===== src/rtl/spi_reg_bridge.sv =====
// spi_reg_bridge: SPI mode-0 target that turns MCU frames into accesses on the
// internal 32-bit register bus. A frame is one command byte followed by any
// number of 32-bit data words, and the address auto-increments for bursts.
// The SPI pins are oversampled through synchronisers into the clk domain.
module spi_reg_bridge #(
  parameter int SYNC_STAGES = 2
) (
  input  logic        clk,
  input  logic        reset,
  input  logic        spi_sck,
  input  logic        spi_cs_n,
  input  logic        spi_mosi,
  output logic        spi_miso,
  output logic        spi_miso_oe,
  output logic [5:0]  reg_addr,
  output logic [31:0] reg_wdata,
  output logic        reg_wstrobe,
  input  logic [31:0] reg_rdata
);

  typedef enum logic [1:0] {
    IDLE,
    CMD,
    DATA
  } state_t;

  logic [SYNC_STAGES-1:0] sck_sync_q, sck_sync_d;
  logic [SYNC_STAGES-1:0] cs_sync_q, cs_sync_d;
  logic [SYNC_STAGES-1:0] mosi_sync_q, mosi_sync_d;
  logic                   sck_dly_q, sck_dly_d;

  logic sck_s, cs_s, mosi_s;
  logic sck_rise, sck_fall;

  state_t      state_q, state_d;
  logic [4:0]  bit_cnt_q, bit_cnt_d;
  logic [6:0]  cmd_q, cmd_d;
  logic [30:0] rx_q, rx_d;
  logic [30:0] tx_q, tx_d;
  logic        dir_q, dir_d;
  logic        load_q, load_d;
  logic        armed_q, armed_d;
  logic [5:0]  addr_q, addr_d;
  logic [31:0] wdata_q, wdata_d;
  logic        wstrobe_q, wstrobe_d;
  logic        miso_q, miso_d;
  logic        oe_q, oe_d;

  // Next values for the input synchronisers and the SCK edge-detect delay flop.
  always_comb begin
    sck_sync_d  = {sck_sync_q[SYNC_STAGES-2:0], spi_sck};
    cs_sync_d   = {cs_sync_q[SYNC_STAGES-2:0], spi_cs_n};
    mosi_sync_d = {mosi_sync_q[SYNC_STAGES-2:0], spi_mosi};
    sck_dly_d   = sck_sync_q[SYNC_STAGES-1];
  end

  // Synchroniser chains; SCK has one extra stage so rise/fall can be seen as events.
  always_ff @(posedge clk) begin
    if (reset) begin
      sck_sync_q  <= '0;
      cs_sync_q   <= '0;
      mosi_sync_q <= '0;
      sck_dly_q   <= 1'b0;
    end else begin
      sck_sync_q  <= sck_sync_d;
      cs_sync_q   <= cs_sync_d;
      mosi_sync_q <= mosi_sync_d;
      sck_dly_q   <= sck_dly_d;
    end
  end

  assign sck_s    = sck_sync_q[SYNC_STAGES-1];
  assign cs_s     = cs_sync_q[SYNC_STAGES-1];
  assign mosi_s   = mosi_sync_q[SYNC_STAGES-1];
  assign sck_rise = sck_s & ~sck_dly_q;
  assign sck_fall = ~sck_s & sck_dly_q;

  // Frame decoder: command byte, then data words; a chip-select release always wins.
  always_comb begin
    state_d   = state_q;
    bit_cnt_d = bit_cnt_q;
    cmd_d     = cmd_q;
    rx_d      = rx_q;
    tx_d      = tx_q;
    dir_d     = dir_q;
    load_d    = load_q;
    addr_d    = addr_q;
    wdata_d   = wdata_q;
    wstrobe_d = 1'b0;
    miso_d    = miso_q;
    // The bridge only arms after seeing cs_n high, so a reset mid-frame waits for a fresh frame.
    armed_d   = armed_q | cs_s;
    oe_d      = armed_q & ~cs_s;

    // A write strobe is followed by the burst address step in the next cycle.
    if (wstrobe_q) begin
      addr_d = addr_q + 6'd4;
    end

    if (cs_s) begin
      miso_d = 1'b0;
    end

    case (state_q)
      IDLE: begin
        bit_cnt_d = 5'd0;
        if (armed_q && !cs_s) begin
          state_d = CMD;
        end
      end

      CMD: begin
        if (cs_s) begin
          state_d   = IDLE;
          bit_cnt_d = 5'd0;
        end else if (sck_rise) begin
          cmd_d     = {cmd_q[5:0], mosi_s};
          bit_cnt_d = bit_cnt_q + 5'd1;
          if (bit_cnt_q == 5'd7) begin
            addr_d    = {cmd_q[4:1], 2'b00};
            dir_d     = cmd_q[6];
            state_d   = DATA;
            bit_cnt_d = 5'd0;
            load_d    = 1'b1;
          end
        end
      end

      DATA: begin
        if (cs_s) begin
          state_d   = IDLE;
          bit_cnt_d = 5'd0;
        end else if (sck_rise) begin
          rx_d      = {rx_q[29:0], mosi_s};
          bit_cnt_d = bit_cnt_q + 5'd1;
          if (bit_cnt_q == 5'd31) begin
            bit_cnt_d = 5'd0;
            if (dir_q) begin
              wdata_d   = {rx_q, mosi_s};
              wstrobe_d = 1'b1;
            end else begin
              addr_d = addr_q + 6'd4;
              load_d = 1'b1;
            end
          end
        end else if (sck_fall && !dir_q) begin
          if (load_q) begin
            tx_d   = reg_rdata[30:0];
            miso_d = reg_rdata[31];
            load_d = 1'b0;
          end else begin
            tx_d   = {tx_q[29:0], 1'b0};
            miso_d = tx_q[30];
          end
        end
      end

      default: begin
        state_d   = IDLE;
        bit_cnt_d = 5'd0;
      end
    endcase
  end

  // Frame state and all registered outputs.
  always_ff @(posedge clk) begin
    if (reset) begin
      state_q   <= IDLE;
      bit_cnt_q <= 5'd0;
      cmd_q     <= '0;
      rx_q      <= '0;
      tx_q      <= '0;
      dir_q     <= 1'b0;
      load_q    <= 1'b0;
      armed_q   <= 1'b0;
      addr_q    <= 6'd0;
      wdata_q   <= 32'd0;
      wstrobe_q <= 1'b0;
      miso_q    <= 1'b0;
      oe_q      <= 1'b0;
    end else begin
      state_q   <= state_d;
      bit_cnt_q <= bit_cnt_d;
      cmd_q     <= cmd_d;
      rx_q      <= rx_d;
      tx_q      <= tx_d;
      dir_q     <= dir_d;
      load_q    <= load_d;
      armed_q   <= armed_d;
      addr_q    <= addr_d;
      wdata_q   <= wdata_d;
      wstrobe_q <= wstrobe_d;
      miso_q    <= miso_d;
      oe_q      <= oe_d;
    end
  end

  assign reg_addr    = addr_q;
  assign reg_wdata   = wdata_q;
  assign reg_wstrobe = wstrobe_q;
  assign spi_miso    = miso_q;
  assign spi_miso_oe = oe_q;

endmodule


===== config.mk =====
export PLATFORM = sky130hd
export DESIGN_NAME = spi_reg_bridge
export DESIGN_NICKNAME = d
export VERILOG_FILES = /design/src/rtl/spi_reg_bridge.sv
export SDC_FILE = /design/constraint.sdc
export NUM_CORES = 1
export LEC_CHECK = 0
export CAP_MARGIN = 0
export CELL_PAD_IN_SITES_DETAIL_PLACEMENT = 0
export CELL_PAD_IN_SITES_GLOBAL_PLACEMENT = 1
export CORE_MARGIN = 10
export CORE_UTILIZATION = 40
export DETAILED_ROUTE_END_ITERATION = 16
export GPL_TIMING_DRIVEN = 1
export PLACE_DENSITY_LB_ADDON = 0.3
export SETUP_SLACK_MARGIN = 0.05
export SLEW_MARGIN = 10
export SYNTH_ARGS = -nofsm -noshare
export SYNTH_HDL_FRONTEND = slang
export SYNTH_SLANG_ARGS = --single-unit

===== constraint.sdc =====
create_clock -name clk -period 1.9 [get_ports clk]
set_input_delay 0.38 -clock clk [delete_from_list [all_inputs] [get_ports clk]]
set_output_delay 0.38 -clock clk [all_outputs]
set_load 0.01 [all_outputs]

Yosys cells after proc, flatten, opt, wreduce, memory -nomap -nowiden --
Index checks and enable logic that the tools add are counted.
Operators by class: $add $sub $neg 2, equal/unequal tests 16, muxes and demuxes 39, bitwise operators 10, reduce and logical (&&, ||, !) cells 15
Operators with widths (number):
- two-way mux 6 bit | 8
- two-way mux 31 bit | 1
- two-way mux 5 bit | 6
- != test 3 bit, second input constant | 6
- two-way mux 1 bit | 15
- != test 2 bit, second input constant | 6
- one-hot mux 6 bit (2 select lines) | 1
- AND reduction 4 bit | 3
- two-way mux 2 bit | 5
- one-hot mux 5 bit (2 select lines) | 1
- AND reduction 8 bit | 1
- adder 6 x 3 -> 6 bit, second input constant | 1
- inverter 1 bit | 6
- one-hot mux 2 bit (3 select lines) | 1
- AND reduction 3 bit | 2
- adder 5 x 1 -> 5 bit, second input constant | 1
- equality test 5 x 3 -> 1 bit, second input constant | 1
- equality test 5 bit, second input constant | 1
- AND reduction 5 bit | 1
- OR reduction 5 bit | 1
- bitwise AND 1 bit | 3
- equality test 2 x 1 -> 1 bit, second input constant | 1
- equality test 2 bit, second input constant | 1
- logical AND 1 bit | 2
- other kinds (6) | 7
Storage, ports and cells: register bits 127, bits of input ports 37, word-level logic and storage cells 99

Logic depth before layout (Yosys ltp) --
Gate-level depths: netlist of run 1.
word-level depth 7, mapped depth 9, gate-level depth less buffers 7

Worst setup path after synthesis of run 1 --
No wires, ideal clock.
path kind register to register, start point reg state_q[0], end point reg wdata_q[10] (netlist: reg_wdata[10]), library setup time 0.132 ns, data arrival time 1.572 ns, data required time 1.768 ns, setup slack 0.196 ns, stages on the path, launching flop included 10, period minus slack after synthesis 1.704 ns, cells stage by stage dfxtp_1 inv_1 ha_1 and4bb_1 buf_2 and3_1 buf_4 buf_4 nand2_1 a21oi_1
Between the ends: word-level cells in the longest chain between the ends 2
Ends and longest elaborated chain:
- start, declared | RTL line 35 | state_t state_q, state_d;
- start signal, assigned | RTL line 182 | state_q <= state_d;
- equality test 2 bit | RTL line 104 | case (state_q)
- AND reduction 5 bit (no line)
- end signal, assigned | RTL line 191 | wdata_q <= wdata_d;
- end, declared | RTL line 44 | logic [31:0] wdata_q, wdata_d;
No other way between the ends. A chain may end at the register's enable or synchronous reset.

Final worst setup path of run 1 --
start point reg bit_cnt_q[1], end point reg addr_q[3] (netlist: reg_addr[3])
Between the ends: word-level cells in the longest chain between the ends 5, elaborated cells between the ends (all ways) 9, those cells by class eq/ne: 2; mux: 7
Ends and longest elaborated chain:
- start, declared | RTL line 36 | logic [4:0] bit_cnt_q, bit_cnt_d;
- start signal, assigned | RTL line 183 | bit_cnt_q <= bit_cnt_d;
- equality test 5 bit / equality test 5 x 3 -> 1 bit (equally long branches) | RTL line 136, 119
- two-way mux 6 bit (on tied branches) | RTL line 136, 119
- two-way mux 6 bit (on tied branches) | RTL line 133, 116
- two-way mux 6 bit (on tied branches) | RTL line 130, 113
- one-hot mux 6 bit (2 select lines) (*) | RTL line 104
- end signal, assigned | RTL line 190 | addr_q <= addr_d;
- end, declared | RTL line 43 | logic [5:0] addr_q, addr_d;
Every way passes the cells marked *; elsewhere a longest branch is shown, timed or not.

==> impl_metrics.yaml, run 1 <==
setup_path:
  cp-start-kind: "flop"
  end_kind: "flop"
  cp.buffers_inverters: 0
  cp_top_family: "simple AND/OR/NAND/NOR gates"
  crit_slowest_cell: "dfxtp_1"
  cp_slowest_stage_delay_ns: 0.36
  worst-path-max-fanout: 5
  arrival_ns: 2.04
  path_cells: "ha_2, and3_1, ha_4, nand4bb_1, o21ai_1, and3_4, o32ai_1"
  critPathRequiredTime_ns: 2.17
  crit_type: "reg2reg"
die:
  core_um2: 12200
  die-area_um2: 17400
  num_rows: 40
  die_w_um: 132
  ioPinCount: 78
  start_util_pct: 41.3
  die_height_um: 132
cells_and_area:
  diodes: 0
  mostFrequentLayoutCells: "nand2_1, dfxtp_1, a21oi_1"
  fin_nets: 701
  drive_gt1_share_pct: 9.84
  filler_cell_count: 1121
  area_growth_pct: 32.7
  layout_commonest_cell: "nand2_1"
  multi_input_area_um2: 2330
  fin_cells: 839
  regArea_um2: 2510
place:
  gp_congestion: 0.804
  dp_hpwl_mm: 7.56
  dp.cells: 804
  dp_slack_ns: 0.00288
  io_buffers: 75
worst_hold_path:
  hold_path_class: "reg2reg"
grt:
  grt_util_all_layers_pct: 13.7
  grt_max_degree: 64
  grt_pass1_vias: 4091
  grt_pass1_wl_mm: 20.2
  overflow: 0
  antenna_found_initial: 0
synth:
  synth_edf_count: 0
  ys_dominant_reg_cell: "dfxtp_1"
  synth_compound_area_share_pct: 16.1
  yosys.area_share.simple_pct: 20.6
  synthArstFlopShare_pct: 0
  syn-instance-count: 589
  netlist_area_um2: 5020
  synth.avg_cell_area_um2: 8.53
  synth_cell_types: 44
  synthAdderAreaFrac_pct: 1.49
  synth_top_family_by_area: "simple AND/OR/NAND/NOR gates"
  ys_ff_latch: 125
  synth-seq-area-share_pct: 49.8
  synthMuxAreaShare_pct: 6.58
  synth_warnings: 0
  synthXorXnorAreaFrac_pct: 0.698
clock_network:
  numCtsBuffers: 17
  h-tree-depth: 4
  clk_pin_slew_ns: 0.05
  clk_path_buf_depth: 2
  cts_hold_buf: 0
  clock_latency_ns: 0.41
  root_buffer: "clkbuf_16"
  cts_tree: "done"
  cts_sinks: 125
power:
  cellLeakagePower_nw: 2.15
  switching_share_pct: 20.8
  peakVddDrop_mv: 0.478
  power_switching_w: 0.00129
  power_frac_comb_pct: 4.6
  intPower_w: 0.00492
  p_per_area_nw_per_um2: 933
  clockPowerShare_pct: 52.6
  seq_power_share_pct: 42.8
sta:
  finalHoldViolCount: 0
  fin_tns_setup_ns: 0
  maxSlewViolCount: 0
  slew_headroom_pct: 63.1
  worstMarginPinSlew_ns: 0.553
  fmax_mhz: 564
  min_period_ns: 1.77
  fin_crit_sh_pct: 93.2
  fin_skew_ns: 0.00650
  layout_setup_ws_ns: 0.128
  setup_viol: 0
  rsz0062_at_grt: "yes"
status:
  status: "finished clean"
drt:
  wire_per_inst_um: 14.1
  via_per_inst: 5.03
  wl_mm: 11.8
  drc: 0
  drt_iter0_drc: 358
  ant_nets: 0
  via_count: 4218
  first_pass_iters: 5
flow_run:
  maxCapViolations: 0
## routing by layer
| metal | part of all wire (%) | wire length (µm) | GRT usage [%] |
|---|---|---|---|
| met4 | 1.2 | 145 | 5.38 |
| met5 | 0 | 0 | 0 |
| met3 | 4.1 | 484 | 4.27 |
| met1 | 49 | 5790 | 17.7 |
| met2 | 46 | 5400 | 20.6 |
## final cells by class
cell class	instances	area share, %
Timing Repair Buffer	92	14.6
Tap cell	168	3.15
Clock inverter	9	1.60
Inverter	7	0.394
Multi-Input combinational cell	415	35.0
Clock buffer	23	7.62
Sequential cell	125	37.6
## worst paths after layout
kind	to	cells past startpoint	slack [ns]	from
worst min-delay path	mosi_sync_q[1]	1	0.43	mosi_sync_q[0]
worst max register to register	reg_addr[3]	7	0.13	bit_cnt_q[1]
worst min register to register	mosi_sync_q[1]	1	0.43	mosi_sync_q[0]
worst max-delay path	reg_addr[3]	7	0.13	bit_cnt_q[1]
## power by group through the flow
stage	registers (W)	clock network, W	logic, W
after floorplan	0.00270	0	0.000169
after global placement	0.00271	0	0.000279
after detailed placement	0.00271	0	0.000280
after CTS	0.00266	0.00335	0.000283
after global routing	0.00266	0.00347	0.000315
final	0.00266	0.00327	0.000288
## kinds of logic (layout without fill, tap and decap cells)
logic type,Yosys count,after routing
simple gates,235,235
compound gates,135,135
flops,125,125
buf+inv,50,131
mux,33,33
fa+ha+maj,6,6
xor+xnor,4,4
other cells,1,2
## per-stage QoR
stage               power [W]  cell area [µm²]  utilization (%)  hold slack (ns)
global placement      0.00299             5960             49.0            0.420
floorplan             0.00287             5030                -            0.414
finish                0.00622             6670             54.8            0.427
detailed placement    0.00299             5960             49.0            0.425
global route          0.00644             6670             54.8            0.445
CTS                   0.00629             6590             54.1            0.433
## cells in the mapped netlist, types with 2 or more instances
master / n / share of area (%)
nand2_1: 149 / 11
dfxtp_1: 125 / 50
a21oi_1: 81 / 8.1
nor2_1: 39 / 2.9
mux2i_1: 33 / 6.6
a211oi_1: 30 / 4.5
clkbuf_1: 28 / 2.1
nand2b_1: 9 / 1.1
nor2b_1: 9 / 1.1
buf_4: 8 / 1.2
inv_1: 7 / 0.52
buf_2: 6 / 0.60
ha_1: 6 / 1.5
nor3_1: 6 / 0.60
o21ai_0: 6 / 0.60
and3_1: 4 / 0.50
nand4bb_1: 4 / 0.90
nand3_1: 3 / 0.30
o32ai_1: 3 / 0.52
a21o_1: 2 / 0.30
a221oi_1: 2 / 0.35
a22oi_1: 2 / 0.30
a31oi_1: 2 / 0.25
nand4_1: 2 / 0.25
o211ai_1: 2 / 0.30
xnor2_1: 2 / 0.35
xor2_1: 2 / 0.35
## flip-flops by register name, summed over array words and instances, names as in the netlist
register	count
armed_q	1
bit_cnt_q	5
cmd_q	7
cs_sync_q	2
dir_q	1
load_q	1
mosi_sync_q	2
reg_addr	4
reg_wdata	32
reg_wstrobe	1
rx_q	31
sck_dly_q	1
sck_sync_q	2
spi_miso	1
spi_miso_oe	1
state_q	2
tx_q	31
## timing repair
| item | 4_1_cts | 5_1_grt |
|---|---|---|
| gates cloned | 0 | 1 |
| setup endpoints to repair | 34 | 67 |
| pin swaps | 0 | 1 |
| buffers inserted | 1 | 1 |
| gates resized for setup | 4 | 14 |
Note: power is estimated with default switching activity, not from simulation.
==> run 2, diff against run 1 <==
Settings changed: CORE_UTILIZATION 40 to 36.
Clock period 1.9 ns to 1.5 ns, I/O delays scaled along.
==> run 2 against run 1 <==
Net effect: the flow now finishes with violations (setup timing); cell count up 7.3%; non-clock buffer count is 50 higher; combinational power up 70%; critical endpoint is now reg_wdata[0]; largest cell class is now multi-input gates; largest power group unchanged.
==> impl_metrics.yaml, run 2 (same netlist as run 1, synthesis figures left out) <==
setup_path:
  crit_type: "reg2reg"
  worst-path-max-fanout: 5
  cp-start-kind: "flop"
  arrival_ns: 1.97
  cp_slowest_stage_delay_ns: 0.32
  end_kind: "flop"
  critPathRequiredTime_ns: 1.85
  path_cells: "inv_2, ha_4, buf_6, and4bb_1, and3_4, buf_12, clkbuf_16, nand2_1, a21oi_1"
  crit_slowest_cell: "dfxtp_2"
clock_network:
  cts_sinks: 125
  clock_latency_ns: 0.42
  clk_path_buf_depth: 2
  cts_tree: "done"
  h-tree-depth: 4
  cts_hold_buf: 0
  root_buffer: "clkbuf_16"
  clk_pin_slew_ns: 0.06
  numCtsBuffers: 17
sta:
  layout_setup_ws_ns: -0.125
  finalHoldViolCount: 0
  fmax_mhz: 615
  fin_hold_ws_ns: 0.284
  setup_viol: 85
  fin_tns_setup_ns: -5.08
  fin_skew_ns: 0.00958
  fin_crit_sh_pct: 108
  maxSlewViolCount: 0
  min_period_ns: 1.62
  rsz0062_at_grt: "yes"
drt:
  via_count: 4459
  first_pass_iters: 6
  drt_iter0_drc: 203
  wire_per_inst_um: 15.2
  wl_mm: 13.7
  via_per_inst: 4.95
  ant_nets: 0
  drc: 0
cells_and_area:
  mostFrequentLayoutCells: "nand2_1, dfxtp_1, a21oi_1"
  largest_reg_flops: 32
  layout_commonest_cell: "nand2_1"
  diodes: 0
  filler_cell_count: 1241
  fin_cells: 900
  stdcell_area_um2: 7740
  fin_util_pct: 56.2
  fin_nets: 751
  drive_gt1_share_pct: 29.3
  area_growth_pct: 54.0
die:
  core_um2: 13800
  start_util_pct: 36.5
  ioPinCount: 78
  num_rows: 43
  die_w_um: 138
  die-area_um2: 19100
  die_height_um: 138
place:
  dp_hpwl_mm: 7.73
  io_buffers: 75
  dpl_cell_area_um2: 6210
  gp_congestion: 0.799
  dp.cells: 838
power:
  peakVddDrop_mv: 0.625
  p_per_area_nw_per_um2: 1100
  cellLeakagePower_nw: 2.81
flow_run:
  maxCapViolations: 0
grt:
  overflow: 0
  grt_pass1_vias: 4307
  antenna_found_initial: 0
  grt_util_all_layers_pct: 13.0
  grt_max_degree: 55
  grt_pass1_wl_mm: 21.1
status:
  status: "complete, but fails checks"
  violations: "setup timing"
worst_hold_path:
  hold_path_class: "in2reg"
run 2: cell types whose count changed in the layout (fill, tap and decap cells not counted), sizes merged:
cell	delta
buf	+47
inv	-1
clkinv	-1
dlymetal6s2s	-1
clkdlybuf4s50	-38
dlygate4sd2	+37
bufinv	+4
clkbuf	+2
run 2: critical path, delay by kind of cell (launching register included):
kind,cells,cell delay [ns]
flops,1,0.32
simple gates,3,0.54
fa+ha+maj,1,0.14
buf+inv,4,0.44
compound gates,1,0.11
run 2: path summary, 6_finish.rpt:
kind,endpoint,from,slack (ns),cells after the start
worst max-delay path,reg_wdata[0],state_q[0],-0.12,9
worst min-delay path,armed_q,reset,0.28,2
worst max register to register,reg_wdata[0],state_q[0],-0.12,9
worst min register to register,cs_sync_q[1],cs_sync_q[0],0.44,1
run 2: area by class of cell:
cell class | instances | area (µm²) | share of cell area (%)
multi-input combinational | 415 | 2770 | 35.8
timing repair buffer | 142 | 1520 | 19.7
clock inverter | 11 | 213 | 2.75
clock buffer | 20 | 467 | 6.03
inverter | 7 | 26.3 | 0.340
sequential | 125 | 2510 | 32.5
tap | 180 | 225 | 2.91
run 2: metrics by stage:
stage,worst slack (ns),total power [W]
floorplan,-0.0354,0.00364
global placement,-0.120,0.00383
detailed placement,-0.175,0.00383
CTS,-0.0933,0.00856
global route,-0.208,0.00878
finish,-0.125,0.00854
run 2: where the power goes:
part           internal, W  switching [W]
clock              0.00323        0.00145
sequential         0.00334      0.0000157
combinational     0.000252       0.000239
total              0.00683        0.00171
run 2: timing repair:
action / 4_1_cts / 5_1_grt
setup endpoints to repair: 153 / 119
pin swaps: 21 / 32
setup buffers: 14 / 10
resized for setup: 91 / 86
gates cloned: 6 / 5
run 2: metal layers:
layer | share of wire, % | track usage (%) | vias up | wire length, µm
li1 | - | - | 2240 | -
met1 | 45 | 15.5 | 2122 | 6150
met2 | 50 | 21.5 | 87 | 6820
met3 | 3.9 | 3.90 | 10 | 538
met4 | 1.1 | 5.33 | 0 | 157
met5 | 0 | 0 | - | 0
==> run 3, diff against run 2 <==
Settings changed: CTS_CLUSTER_DIAMETER set to 150.
==> results of run 3 <==
The final DEF is identical to that of run 2; final timing and power are the same.
